### config.mk
export PLATFORM = sky130hd
export DESIGN_NAME = conv_mc_filter
export DESIGN_NICKNAME = d
export VERILOG_FILES = /design/src/rtl/conv_mc_filter.sv
export SDC_FILE = /design/constraint.sdc
export NUM_CORES = 1
export LEC_CHECK = 0
export ABC_AREA = 1
export CORE_AREA = 8 8 164 166
export DETAILED_ROUTE_END_ITERATION = 16
export DIE_AREA = 0 0 172 174
export DONT_BUFFER_PORTS = 1
export SKIP_CTS_REPAIR_TIMING = 1
export SYNTH_ARGS = -nofsm -noshare
export SYNTH_HDL_FRONTEND = slang
export SYNTH_SLANG_ARGS = --single-unit
export TNS_END_PERCENT = 5
### constraint.sdc
create_clock -name clk_i -period 7.1 [get_ports clk_i]
set_input_delay 0.71 -clock clk_i [delete_from_list [all_inputs] [get_ports clk_i]]
set_output_delay 0.71 -clock clk_i [all_outputs]
set_load 0.03 [all_outputs]
### src/rtl/conv_mc_filter.sv
// Multi-channel convolution filter: one kernel tap across CH channels per beat,
// KTAPS beats per window, then bias, round, shift, optional ReLU and saturate.

module conv_mc_lane #(
  parameter int ACT_W = 6,
  parameter int W_W   = 8,
  parameter int ACC_W = 24
) (
  input  logic        [ACT_W-1:0] act,
  input  logic signed [W_W-1:0]   wgt,
  output logic signed [ACC_W-1:0] prod
);
  logic signed [ACT_W+W_W:0] p;

  // Activation is unsigned: a zero MSB keeps it positive in the signed multiply.
  assign p    = $signed({1'b0, act}) * wgt;
  assign prod = ACC_W'(p);
endmodule

module conv_mc_filter #(
  parameter int CH     = 3,
  parameter int KTAPS  = 9,
  parameter int ACT_W  = 6,
  parameter int W_W    = 8,
  parameter int BIAS_W = 20,
  parameter int ACC_W  = 24,
  parameter int SHIFT  = 7,
  parameter int OUT_W  = 13
) (
  input  logic                     clk_i,
  input  logic                     rst,
  input  logic                     clear,
  input  logic                     relu_en,
  input  logic signed [BIAS_W-1:0] bias,
  input  logic                     in_valid,
  output logic                     in_ready,
  input  logic [CH*ACT_W-1:0]      in_act,
  input  logic [CH*W_W-1:0]        in_wgt,
  output logic                     out_valid,
  input  logic                     out_ready,
  output logic signed [OUT_W-1:0]  out_data,
  output logic                     out_sat,
  output logic                     busy
);
  localparam int TC_W = (KTAPS > 1) ? $clog2(KTAPS) : 1;
  localparam logic [TC_W-1:0]      LAST_TAP = TC_W'(KTAPS - 1);
  localparam logic signed [ACC_W:0] RND    = (ACC_W+1)'(2 ** (SHIFT - 1));
  localparam logic signed [ACC_W:0] OMAX   = (ACC_W+1)'(2 ** (OUT_W - 1) - 1);
  localparam logic signed [ACC_W:0] OMIN   = -((ACC_W+1)'(2 ** (OUT_W - 1)));

  typedef enum logic [1:0] {S_ACC, S_DRAIN, S_FINAL, S_OUT} state_t;

  state_t state_q, state_d;
  logic [TC_W-1:0]         tap_cnt_q, tap_cnt_d;
  logic signed [ACC_W-1:0] prod_q, prod_d;
  logic                    prod_v_q, prod_v_d;
  logic                    first_q, first_d;
  logic signed [ACC_W-1:0] bias_q, bias_d;
  logic signed [ACC_W-1:0] acc_q, acc_d;
  logic signed [OUT_W-1:0] out_data_q, out_data_d;
  logic                    out_sat_q, out_sat_d;

  logic [CH-1:0][ACC_W-1:0] lane_prod;
  logic signed [ACC_W-1:0]  psum;
  logic signed [ACC_W:0]    rnd, sh;
  logic                     accept;

  for (genvar c = 0; c < CH; c++) begin : g_lane
    conv_mc_lane #(.ACT_W(ACT_W), .W_W(W_W), .ACC_W(ACC_W)) u_lane (
      .act  (in_act[c*ACT_W +: ACT_W]),
      .wgt  (in_wgt[c*W_W +: W_W]),
      .prod (lane_prod[c])
    );
  end

  always_comb begin
    psum = '0;
    for (int c = 0; c < CH; c++) psum = psum + $signed(lane_prod[c]);
  end

  assign accept = in_valid & in_ready & ~clear;

  // State register
  always_ff @(posedge clk_i) begin
    if (rst) state_q <= S_ACC;
    else     state_q <= state_d;
  end

  // Next-state logic
  always_comb begin
    state_d = state_q;
    case (state_q)
      S_ACC:   if (accept && tap_cnt_q == LAST_TAP) state_d = S_DRAIN;
      S_DRAIN: state_d = S_FINAL;
      S_FINAL: state_d = S_OUT;
      S_OUT:   if (out_ready) state_d = S_ACC;
      default: state_d = S_ACC;
    endcase
    if (clear) state_d = S_ACC;
  end

  // Output decode
  always_comb begin
    in_ready  = (state_q == S_ACC);
    out_valid = (state_q == S_OUT);
    busy      = (state_q != S_ACC) || (tap_cnt_q != '0);
  end

  // Round half up with one guard bit so the +2^(SHIFT-1) cannot wrap.
  always_comb begin
    rnd = {acc_q[ACC_W-1], acc_q} + RND;
    sh  = rnd >>> SHIFT;
    if (relu_en && sh[ACC_W]) sh = '0;
  end

  always_comb begin
    tap_cnt_d  = tap_cnt_q;
    prod_d     = prod_q;
    prod_v_d   = accept;
    first_d    = first_q;
    bias_d     = bias_q;
    acc_d      = acc_q;
    out_data_d = out_data_q;
    out_sat_d  = out_sat_q;

    if (accept) begin
      tap_cnt_d = (tap_cnt_q == LAST_TAP) ? '0 : tap_cnt_q + 1'b1;
      prod_d    = psum;
      first_d   = (tap_cnt_q == '0);
      if (tap_cnt_q == '0) bias_d = ACC_W'(bias);
    end

    // Accumulator lags the product register by one edge; overflow wraps.
    if (prod_v_q && !clear) acc_d = (first_q ? bias_q : acc_q) + prod_q;

    if (state_q == S_FINAL && !clear) begin
      if (sh > OMAX) begin
        out_data_d = OMAX[OUT_W-1:0];
        out_sat_d  = 1'b1;
      end else if (sh < OMIN) begin
        out_data_d = OMIN[OUT_W-1:0];
        out_sat_d  = 1'b1;
      end else begin
        out_data_d = sh[OUT_W-1:0];
        out_sat_d  = 1'b0;
      end
    end

    if (clear) tap_cnt_d = '0;
  end

  always_ff @(posedge clk_i) begin
    if (rst) begin
      tap_cnt_q  <= '0;
      prod_q     <= '0;
      prod_v_q   <= 1'b0;
      first_q    <= 1'b0;
      bias_q     <= '0;
      acc_q      <= '0;
      out_data_q <= '0;
      out_sat_q  <= 1'b0;
    end else begin
      tap_cnt_q  <= tap_cnt_d;
      prod_q     <= prod_d;
      prod_v_q   <= prod_v_d;
      first_q    <= first_d;
      bias_q     <= bias_d;
      acc_q      <= acc_d;
      out_data_q <= out_data_d;
      out_sat_q  <= out_sat_d;
    end
  end

  assign out_data = out_data_q;
  assign out_sat  = out_sat_q;
endmodule
==> metrics.yaml, run 1 <==
num_io_pins: 85
drive_gt1_frac: 0.0313
reg2reg_slack_ns: 3.46
place_congestion: 0.893
fin_skew_ns: 0.00685
first_iter_violations: 636
synth_top_cells_by_count: "inv_1, nand2_1, fa_1"
fin_crit_sh: 0.847
cts-root-buf: "clkbuf_16"
placed_cells: 1943
syn2layout_area_growth_pct: 4.75
async_reset_ff_frac: 0
overflow: 0
critPathLaunchType: "input port"
die_h_um: 174
rsz0062_at_grt: "no"
rows: 58
grt_pass1_vias: 9447
grt_pass1_wl_mm: 48.5
crit_required_ns: 7.38
syn_area_per_cell_sq_um: 7.17
io_buffers: 0
dpl_worst_slack_ns: 0.754
finalHoldViolCount: 0
firstDrtPassIters: 7
crit_fanout: 6
post-route-util: 0.507
syn_nets: 1985
cts_buffers: 9
syn_inst: 1656
via_per_inst: 4.85
start_util: 0.484
reg2reg_from: "state_q[0]"
fin_tns_setup_ns: 0
finalNonFillerCells: 1959
clock_sinks: 83
synth-seq-cells: 83
slew_headroom: 0.197
die_w_um: 172
multi_input_area_sq_um: 8230
synth_cell_type_count: 37
nNetsFinal: 1953
cts_tree: "built"
crit_top_cell: "fa_1"
ys_top_cells_by_area: "fa_1, inv_1, dfxtp_1, nand2_1, ha_1"
track_usage: 0.202
worst-path-buf-inv: 6
cp-end-kind: "flip-flop"
clk_pin_slew_ns: 0.07
synth_top_area_cell: "fa_1"
critical-path-top-delay-family: "adder cells"
routed_wl_mm: 28.5
grt_max_degree: 44
finalWorstSetupSlack_ns: 1.08
reg2reg_depth: 8
clk_path_buf_depth: 2
hold_start: "rst"
max_cap_violations: 0
drtAntennaViolNets: 0
antenna_found_initial: 1
max_freq_mhz: 166
worstPathArrival_ns: 6.30
drt_drc_violations_left: 0
setup_viol: 0
cp_slowest_stage_delay_ns: 0.57
post-synth-top-count-cell: "inv_1"
clkLatencyLatePin_ns: 0.34
seq_area_frac_synth: 0.140
seqCellArea_sq_um: 1660
hp-class: "input port to flip-flop"
worstSetupPathType: "input port to flip-flop"
cpMaxStageDelayCell: "fa_1"
worstMarginPinSlew_ns: 1.20
htree_levels: 3
core_sq_um: 24500
holdPathEnd: "first_q"
min_period_ns: 6.02
min_path_cells: 1
synth-edff-count: 0
diodes: 0
yosys_warnings: 0
outcome: "finished, final reports clean"
synth_top_area_share: 0.280
dp_hpwl_mm: 25.0
path_cells: "nand2_1, inv_1, fa_1, inv_1, fa_1, inv_1, fa_1, fa_1, fa_1, fa_1, inv_1, fa_1, inv_1, ha_1, a21oi_1, o21ai_0, a21oi_1, o21ai_0, or2_2, nand3_1, nand2_1, inv_1"
die_area_sq_um: 29900
post_drt_wl_per_cell_um: 14.6
routed-via-count: 9496
syn_area_sq_um: 11900
drv_slew: 0
fill_cells: 2512
rr_endpoint: "bias_q[19]"
ys_dominant_reg_cell: "dfxtp_1"
registers in the layout, summed over array words and instances (netlist names):
signal,count
acc_q,24
bias_q,20
prod_q,17
out_data,13
tap_cnt_q,4
state_q,2
first_q,1
out_sat,1
prod_v_q,1
through the flow:
stage,hold WS (ns),area (sq um)
2_1_floorplan,0.424,11900
3_3_place_gp,0.439,12100
3_5_place_dp,0.441,12100
4_1_cts,0.420,12400
5_1_grt,0.419,12400
6_report,0.433,12400
final cells by class:
| class | count | area share |
|---|---|---|
| clock buffers | 10 | 0.0184 |
| clock inverters | 6 | 0.00714 |
| well taps | 330 | 0.0332 |
| inverters | 476 | 0.144 |
| repair buffers | 3 | 0.00181 |
| flip-flops and latches | 83 | 0.134 |
| multi-input cells | 1051 | 0.662 |
worst reg2reg max path, delay by kind of cell (launching register included):
| kind | cells | cell delay [ns] |
|---|---|---|
| fa+ha+maj | 1 | 0.36 |
| buf+inv | 3 | 1.29 |
| flops | 1 | 0.34 |
| simple gates | 4 | 1.53 |
worst max-delay path by stage:
stage                          start    endpoint  slack (ns)  cells past startpoint
after CTS                 in_wgt[11]  prod_q[11]        1.11                     22
after global routing       in_wgt[7]  prod_q[22]        0.74                     22
final                     in_wgt[11]  prod_q[11]        1.08                     22
after detailed placement  in_wgt[11]  prod_q[11]        0.75                     22
after global placement    in_wgt[23]  prod_q[12]        0.68                     22
after floorplan           in_act[14]  prod_q[22]        0.98                     22
per-layer routing:
layer  global-route usage  vias to the layer above  wire [um]
met5                    0                        -          0
met4               0.0309                        0        289
met3               0.0272                       19       1460
met2                0.310                      189      12600
met1                0.301                     4440      14200
li1                     -                     4848          -
cells in the final DEF, fill, tap and decap left out, types with 7 or more instances in the layout:
cell type	instances
o211ai_1	9
nand3_1	50
clkbuf_16	9
a21oi_2	10
a21oi_1	69
xor2_1	25
fa_1	166
nor2_1	117
nand4_1	13
inv_1	474
dfxtp_1	83
ha_1	95
nor3_1	7
nand2_1	321
o21ai_0	115
nand2_2	9
cells by family (layout without fill, tap and decap cells):
logic type	count (synthesis)	count (layout)	synth area share
multiplexers	1	1	0.000949
adder cells (fa/ha/maj)	261	261	0.380
flip-flops	83	83	0.140
XOR/XNOR	31	31	0.0229
AO/OA/AOI/OAI	227	227	0.106
buffers and inverters	522	495	0.167
AND/OR/NAND/NOR	531	531	0.183
Power of run 1 is left out: the tool's default activity adds up to more than one toggle a clock period on the data nets, which glitch-free logic cannot reach.
==> run 2, diff against run 1 <==
--- a/config.mk
+++ b/config.mk
@@ -10,6 +10,7 @@
 export DETAILED_ROUTE_END_ITERATION = 16
 export DIE_AREA = 0 0 172 174
 export DONT_BUFFER_PORTS = 1
+export PLACE_DENSITY = 0.66
 export SKIP_CTS_REPAIR_TIMING = 1
 export SYNTH_ARGS = -nofsm -noshare
 export SYNTH_HDL_FRONTEND = slang
==> constraint.sdc (replaced) <==
create_clock -name clk_i -period 5.2 [get_ports clk_i]
set_input_delay 0.52 -clock clk_i [delete_from_list [all_inputs] [get_ports clk_i]]
set_output_delay 0.52 -clock clk_i [all_outputs]
set_load 0.03 [all_outputs]
==> metrics.yaml, run 2 (synthesis results as in run 1) <==
outcome: "finished, violations left"  # was finished, final reports clean
violations: "negative setup slack"
final_cell_mix: "inv_1, nand2_1, fa_1, nor2_1, o21ai_0"  # unchanged
via_per_inst: 4.88  # was 4.85
fin_skew_ns: 0.0107  # was 0.00685 ns
worstMarginPinSlew_ns: 1.09  # was 1.20 ns
rows: 58  # unchanged
final_common_cell: "inv_1"  # unchanged
finalWorstSetupSlack_ns: -0.0711  # was 1.08 ns
hp-class: "input port to flip-flop"  # unchanged
setup_viol: 6  # was 0
crit_fanout: 8  # was 6
top_regs: "acc_q x24, bias_q x20, prod_q x17"  # unchanged
dpl_worst_slack_ns: -0.453  # was 0.754 ns
firstDrtPassIters: 5  # was 7
die_area_sq_um: 29900  # unchanged
grt_pass1_vias: 9818  # was 9447
drive_gt1_frac: 0.107  # was 0.0313
cts_buffers: 9  # unchanged
overflow: 0  # unchanged
grt_pass1_wl_mm: 48.4  # was 48.5 mm
cts_tree: "built"  # unchanged
drtAntennaViolNets: 0  # unchanged
drt_drc_violations_left: 0  # unchanged
worstSetupPathType: "input port to flip-flop"  # unchanged
crit_required_ns: 5.49  # was 7.38 ns
worstPathArrival_ns: 5.56  # was 6.30 ns
post_drt_wl_per_cell_um: 14.2  # was 14.6 um
finalInstanceArea_sq_um: 13200  # was 12400 sq um
antenna_found_initial: 0  # was 1
syn2layout_area_growth_pct: 11.2  # was 4.75%
num_io_pins: 85  # unchanged
placed_area_sq_um: 12700  # was 12100 sq um
finalNonFillerCells: 2000  # was 1959
finalHoldViolCount: 0  # unchanged
multi_input_area_sq_um: 8680  # was 8230 sq um
diodes: 0  # unchanged
fin_hold_ws_ns: 0.243  # was 0.433 ns
routed-via-count: 9759  # was 9496
max_freq_mhz: 190
clock_sinks: 83  # unchanged
die_w_um: 172  # unchanged
first_iter_violations: 752  # was 636
track_usage: 0.200  # was 0.202
dp_hpwl_mm: 24.5  # was 25.0 mm
max_cap_violations: 0  # unchanged
die_h_um: 174  # unchanged
cp-end-kind: "flip-flop"  # unchanged
rsz0062_at_grt: "yes"  # was no
critPathLaunchType: "input port"  # unchanged
min_period_ns: 5.27
slew_headroom: 0.270  # was 0.197
htree_levels: 3  # unchanged
fin_crit_sh: 1.01
place_congestion: 0.884  # was 0.893
placed_cells: 1981  # was 1943
clkLatencyLatePin_ns: 0.35  # was 0.34 ns
drv_slew: 0  # unchanged
start_util: 0.484  # unchanged
core_sq_um: 24500  # unchanged
grt_max_degree: 54  # was 44
top_register: "acc_q"  # unchanged
clk_pin_slew_ns: 0.06  # was 0.07 ns
fill_cells: 2439  # was 2512
seqCellArea_sq_um: 1660  # unchanged
cts-root-buf: "clkbuf_16"  # unchanged
io_buffers: 0  # unchanged
largest_reg_flops: 24  # unchanged
routed_wl_mm: 28.5  # about the same
clk_path_buf_depth: 2  # unchanged
nNetsFinal: 1994  # was 1953
## run 2: worst paths after layout
path	endpoint	from	cells after the start	slack [ns]
worst max-delay path	prod_q[15]	in_act[9]	20	-0.07
worst min-delay path	first_q	rst	1	0.24
worst max register to register	acc_q[16]	first_q	16	1.76
worst min register to register	acc_q[0]	acc_q[0]	2	0.45
## run 2: per-layer routing
metal / vias to the layer above / wire length, um / global-route usage
met5: - / 0 / 0
met4: 0 / 362 / 0.0370
li1: 4927 / - / -
met3: 24 / 1400 / 0.0218
met1: 4596 / 13400 / 0.287
met2: 212 / 13300 / 0.322
## run 2: area by class of cell
| cell class | count | share of cell area |
|---|---|---|
| Inverter | 476 | 0.136 |
| Tap cell | 330 | 0.0313 |
| Clock inverter | 6 | 0.00550 |
| Sequential cell | 83 | 0.126 |
| Clock buffer | 10 | 0.0181 |
| Timing Repair Buffer | 44 | 0.0263 |
| Multi-Input combinational cell | 1051 | 0.657 |
## run 2: worst max-delay path: stages
cell	delay, ns
nand2_8	0.05
inv_4	0.03
fa_2	0.51
buf_12	0.15
fa_1	0.54
inv_1	0.05
fa_1	0.46
fa_1	0.50
fa_1	0.51
fa_1	0.56
inv_1	0.06
fa_1	0.49
ha_4	0.33
inv_1	0.08
o21ai_2	0.17
nand3_1	0.11
nand4_1	0.12
xor2_1	0.17
o21ai_1	0.08
inv_1	0.05
## run 2: per-stage QoR
stage                util  setup TNS, ns
detailed placement  0.516          -4.08
floorplan               -          -1.87
CTS                 0.529         -0.265
global route        0.538          -2.29
global placement    0.516          -3.80
finish              0.538         -0.201
Power of run 2 is left out for the same reason.
==> run 3, diff against run 2 <==
--- a/config.mk
+++ b/config.mk
@@ -10,7 +10,6 @@
 export DETAILED_ROUTE_END_ITERATION = 16
 export DIE_AREA = 0 0 172 174
 export DONT_BUFFER_PORTS = 1
-export PLACE_DENSITY = 0.66
 export SKIP_CTS_REPAIR_TIMING = 1
 export SYNTH_ARGS = -nofsm -noshare
 export SYNTH_HDL_FRONTEND = slang
==> constraint.sdc (replaced) <==
create_clock -name clk_i -period 5.6 [get_ports clk_i]
set_input_delay 0.56 -clock clk_i [delete_from_list [all_inputs] [get_ports clk_i]]
set_output_delay 0.56 -clock clk_i [all_outputs]
set_load 0.005 [all_outputs]
==> metrics.yaml, run 3 (synthesis results as in run 1) <==
outcome: "finished, final reports clean"  # was finished, violations left
first_iter_violations: 529  # was 752
rows: 58  # unchanged
die_area_sq_um: 29900  # unchanged
crit_required_ns: 5.82  # was 5.49 ns
io_buffers: 0  # unchanged
worstPathArrival_ns: 5.63  # was 5.56 ns
num_io_pins: 85  # unchanged
largest_reg_flops: 24  # unchanged
min_period_ns: 5.41
hp-class: "input port to flip-flop"  # unchanged
grt_pass1_wl_mm: 49.3  # was 48.4 mm
start_util: 0.484  # unchanged
htree_levels: 3  # unchanged
fin_skew_ns: 0.00748  # was 0.0107 ns
nNetsFinal: 1989  # was 1994
cts_tree: "built"  # unchanged
placed_cells: 1979  # was 1981
track_usage: 0.205  # was 0.200
seqCellArea_sq_um: 1660  # unchanged
critPathLaunchType: "input port"  # unchanged
place_congestion: 0.907  # was 0.884
cts_buffers: 9  # unchanged
via_per_inst: 4.83  # was 4.88
final_common_cell: "inv_1"  # unchanged
worstSetupPathType: "input port to flip-flop"  # unchanged
clk_pin_slew_ns: 0.06  # about the same
cp_slowest_stage_delay_ns: 0.55  # was 0.56 ns
slew_headroom: 0.251  # was 0.270
final_cell_mix: "inv_1, nand2_1, fa_1, nor2_1, o21ai_0"  # unchanged
clk_path_buf_depth: 2  # unchanged
antenna_found_initial: 0  # unchanged
fill_cells: 2503  # was 2439
post_drt_wl_per_cell_um: 14.6  # was 14.2 um
grt_max_degree: 39  # was 54
cp-end-kind: "flip-flop"  # unchanged
path_cells: "nand2_1, inv_2, fa_1, inv_1, fa_1, inv_1, fa_1, fa_1, fa_1, fa_1, inv_1, fa_1, inv_1, ha_4, a21oi_4, o21ai_2, a21oi_2, nor2_1, o21ai_1, nand3_1, o211ai_1, inv_1"  # was nand2_8, inv_4, fa_2, buf_12, fa_1, inv_1, fa_1, fa_1, fa_1, fa_1, inv_1, fa_1, ha_4, inv_1, o21ai_2, nand3_1, nand4_1, xor2_1, o21ai_1, inv_1
finalNonFillerCells: 1994  # was 2000
drv_slew: 0  # unchanged
drive_gt1_frac: 0.0799  # was 0.107
routed_wl_mm: 29.0  # was 28.5 mm
max_freq_mhz: 185
multi_input_area_sq_um: 8460  # was 8680 sq um
firstDrtPassIters: 5  # unchanged
crit_top_cell: "fa_1"  # unchanged
dpl_worst_slack_ns: -0.180  # was -0.453 ns
diodes: 0  # unchanged
syn2layout_area_growth_pct: 9.13  # was 11.2%
overflow: 0  # unchanged
fin_crit_sh: 0.966
crit_fanout: 8  # unchanged
finalHoldViolCount: 0  # unchanged
finalWorstSetupSlack_ns: 0.191  # was -0.0711 ns
cpMaxStageDelayCell: "fa_1"  # unchanged
drtAntennaViolNets: 0  # unchanged
routed-via-count: 9625  # was 9759
die_w_um: 172  # unchanged
drt_drc_violations_left: 0  # unchanged
cts-root-buf: "clkbuf_16"  # unchanged
clock_sinks: 83  # unchanged
worstMarginPinSlew_ns: 1.12  # was 1.09 ns
top_register: "acc_q"  # unchanged
rsz0062_at_grt: "yes"  # unchanged
dp_hpwl_mm: 25.3  # was 24.5 mm
core_sq_um: 24500  # unchanged
die_h_um: 174  # unchanged
clkLatencyLatePin_ns: 0.34  # was 0.35 ns
top_regs: "acc_q x24, bias_q x20, prod_q x17"  # unchanged
grt_pass1_vias: 9889  # was 9818
setup_viol: 0  # was 6
max_cap_violations: 0  # unchanged
==> run 3: cell types whose count changed in the layout (fill, tap and decap cells not counted), sizes merged <==
cell,before,now
buf,44,39
bufinv,1,2
clkinv,5,2
inv,475,476
==> run 3: worst paths after layout <==
| check | from | end | slack (ns) | depth (start not counted) |
|---|---|---|---|---|
| worst max register to register | first_q | acc_q[16] | 2.06 | 16 |
| worst max-delay path | in_act[14] | prod_q[12] | 0.19 | 22 |
| worst min register to register | acc_q[0] | acc_q[0] | 0.45 | 2 |
| worst min-delay path | rst | prod_v_q | 0.28 | 1 |
==> run 3: routing by layer <==
| metal | part of all wire | track usage | wire, um |
|---|---|---|---|
| met2 | 0.45 | 0.321 | 13100 |
| met3 | 0.051 | 0.0329 | 1470 |
| met5 | 0 | 0 | 0 |
| met1 | 0.49 | 0.301 | 14300 |
| met4 | 0.0053 | 0.0223 | 154 |
==> run 3: layout make-up <==
cell class                      count  share of cell area
Clock buffer                       10              0.0185
Clock inverter                      5             0.00657
Inverter                          476               0.138
Multi-Input combinational cell   1051               0.653
Sequential cell                    83               0.128
Tap cell                          330              0.0319
Timing Repair Buffer               39              0.0236
==> run 3: critical path: cells and delay by family <==
family,cells,cell delay [ns]
AOI/OAI and AO/OA,5,0.64
buffers and inverters,6,0.34
and+or+nand+nor,3,0.22
adders and majority gates,8,3.87
==> run 3: metrics by stage <==
| stage | hold slack [ns] | TNS (ns) | area (sq um) | util |
|---|---|---|---|---|
| finish | 0.285 | 0 | 13000 | 0.528 |
| global placement | 0.441 | -0.804 | 12600 | 0.512 |
| detailed placement | 0.447 | -1.04 | 12600 | 0.512 |
| floorplan | 0.424 | -0.0387 | 12100 | - |
| CTS | 0.278 | 0 | 12900 | 0.526 |
| global route | 0.268 | -0.0586 | 13000 | 0.528 |
Power of run 3 is left out for the same reason.
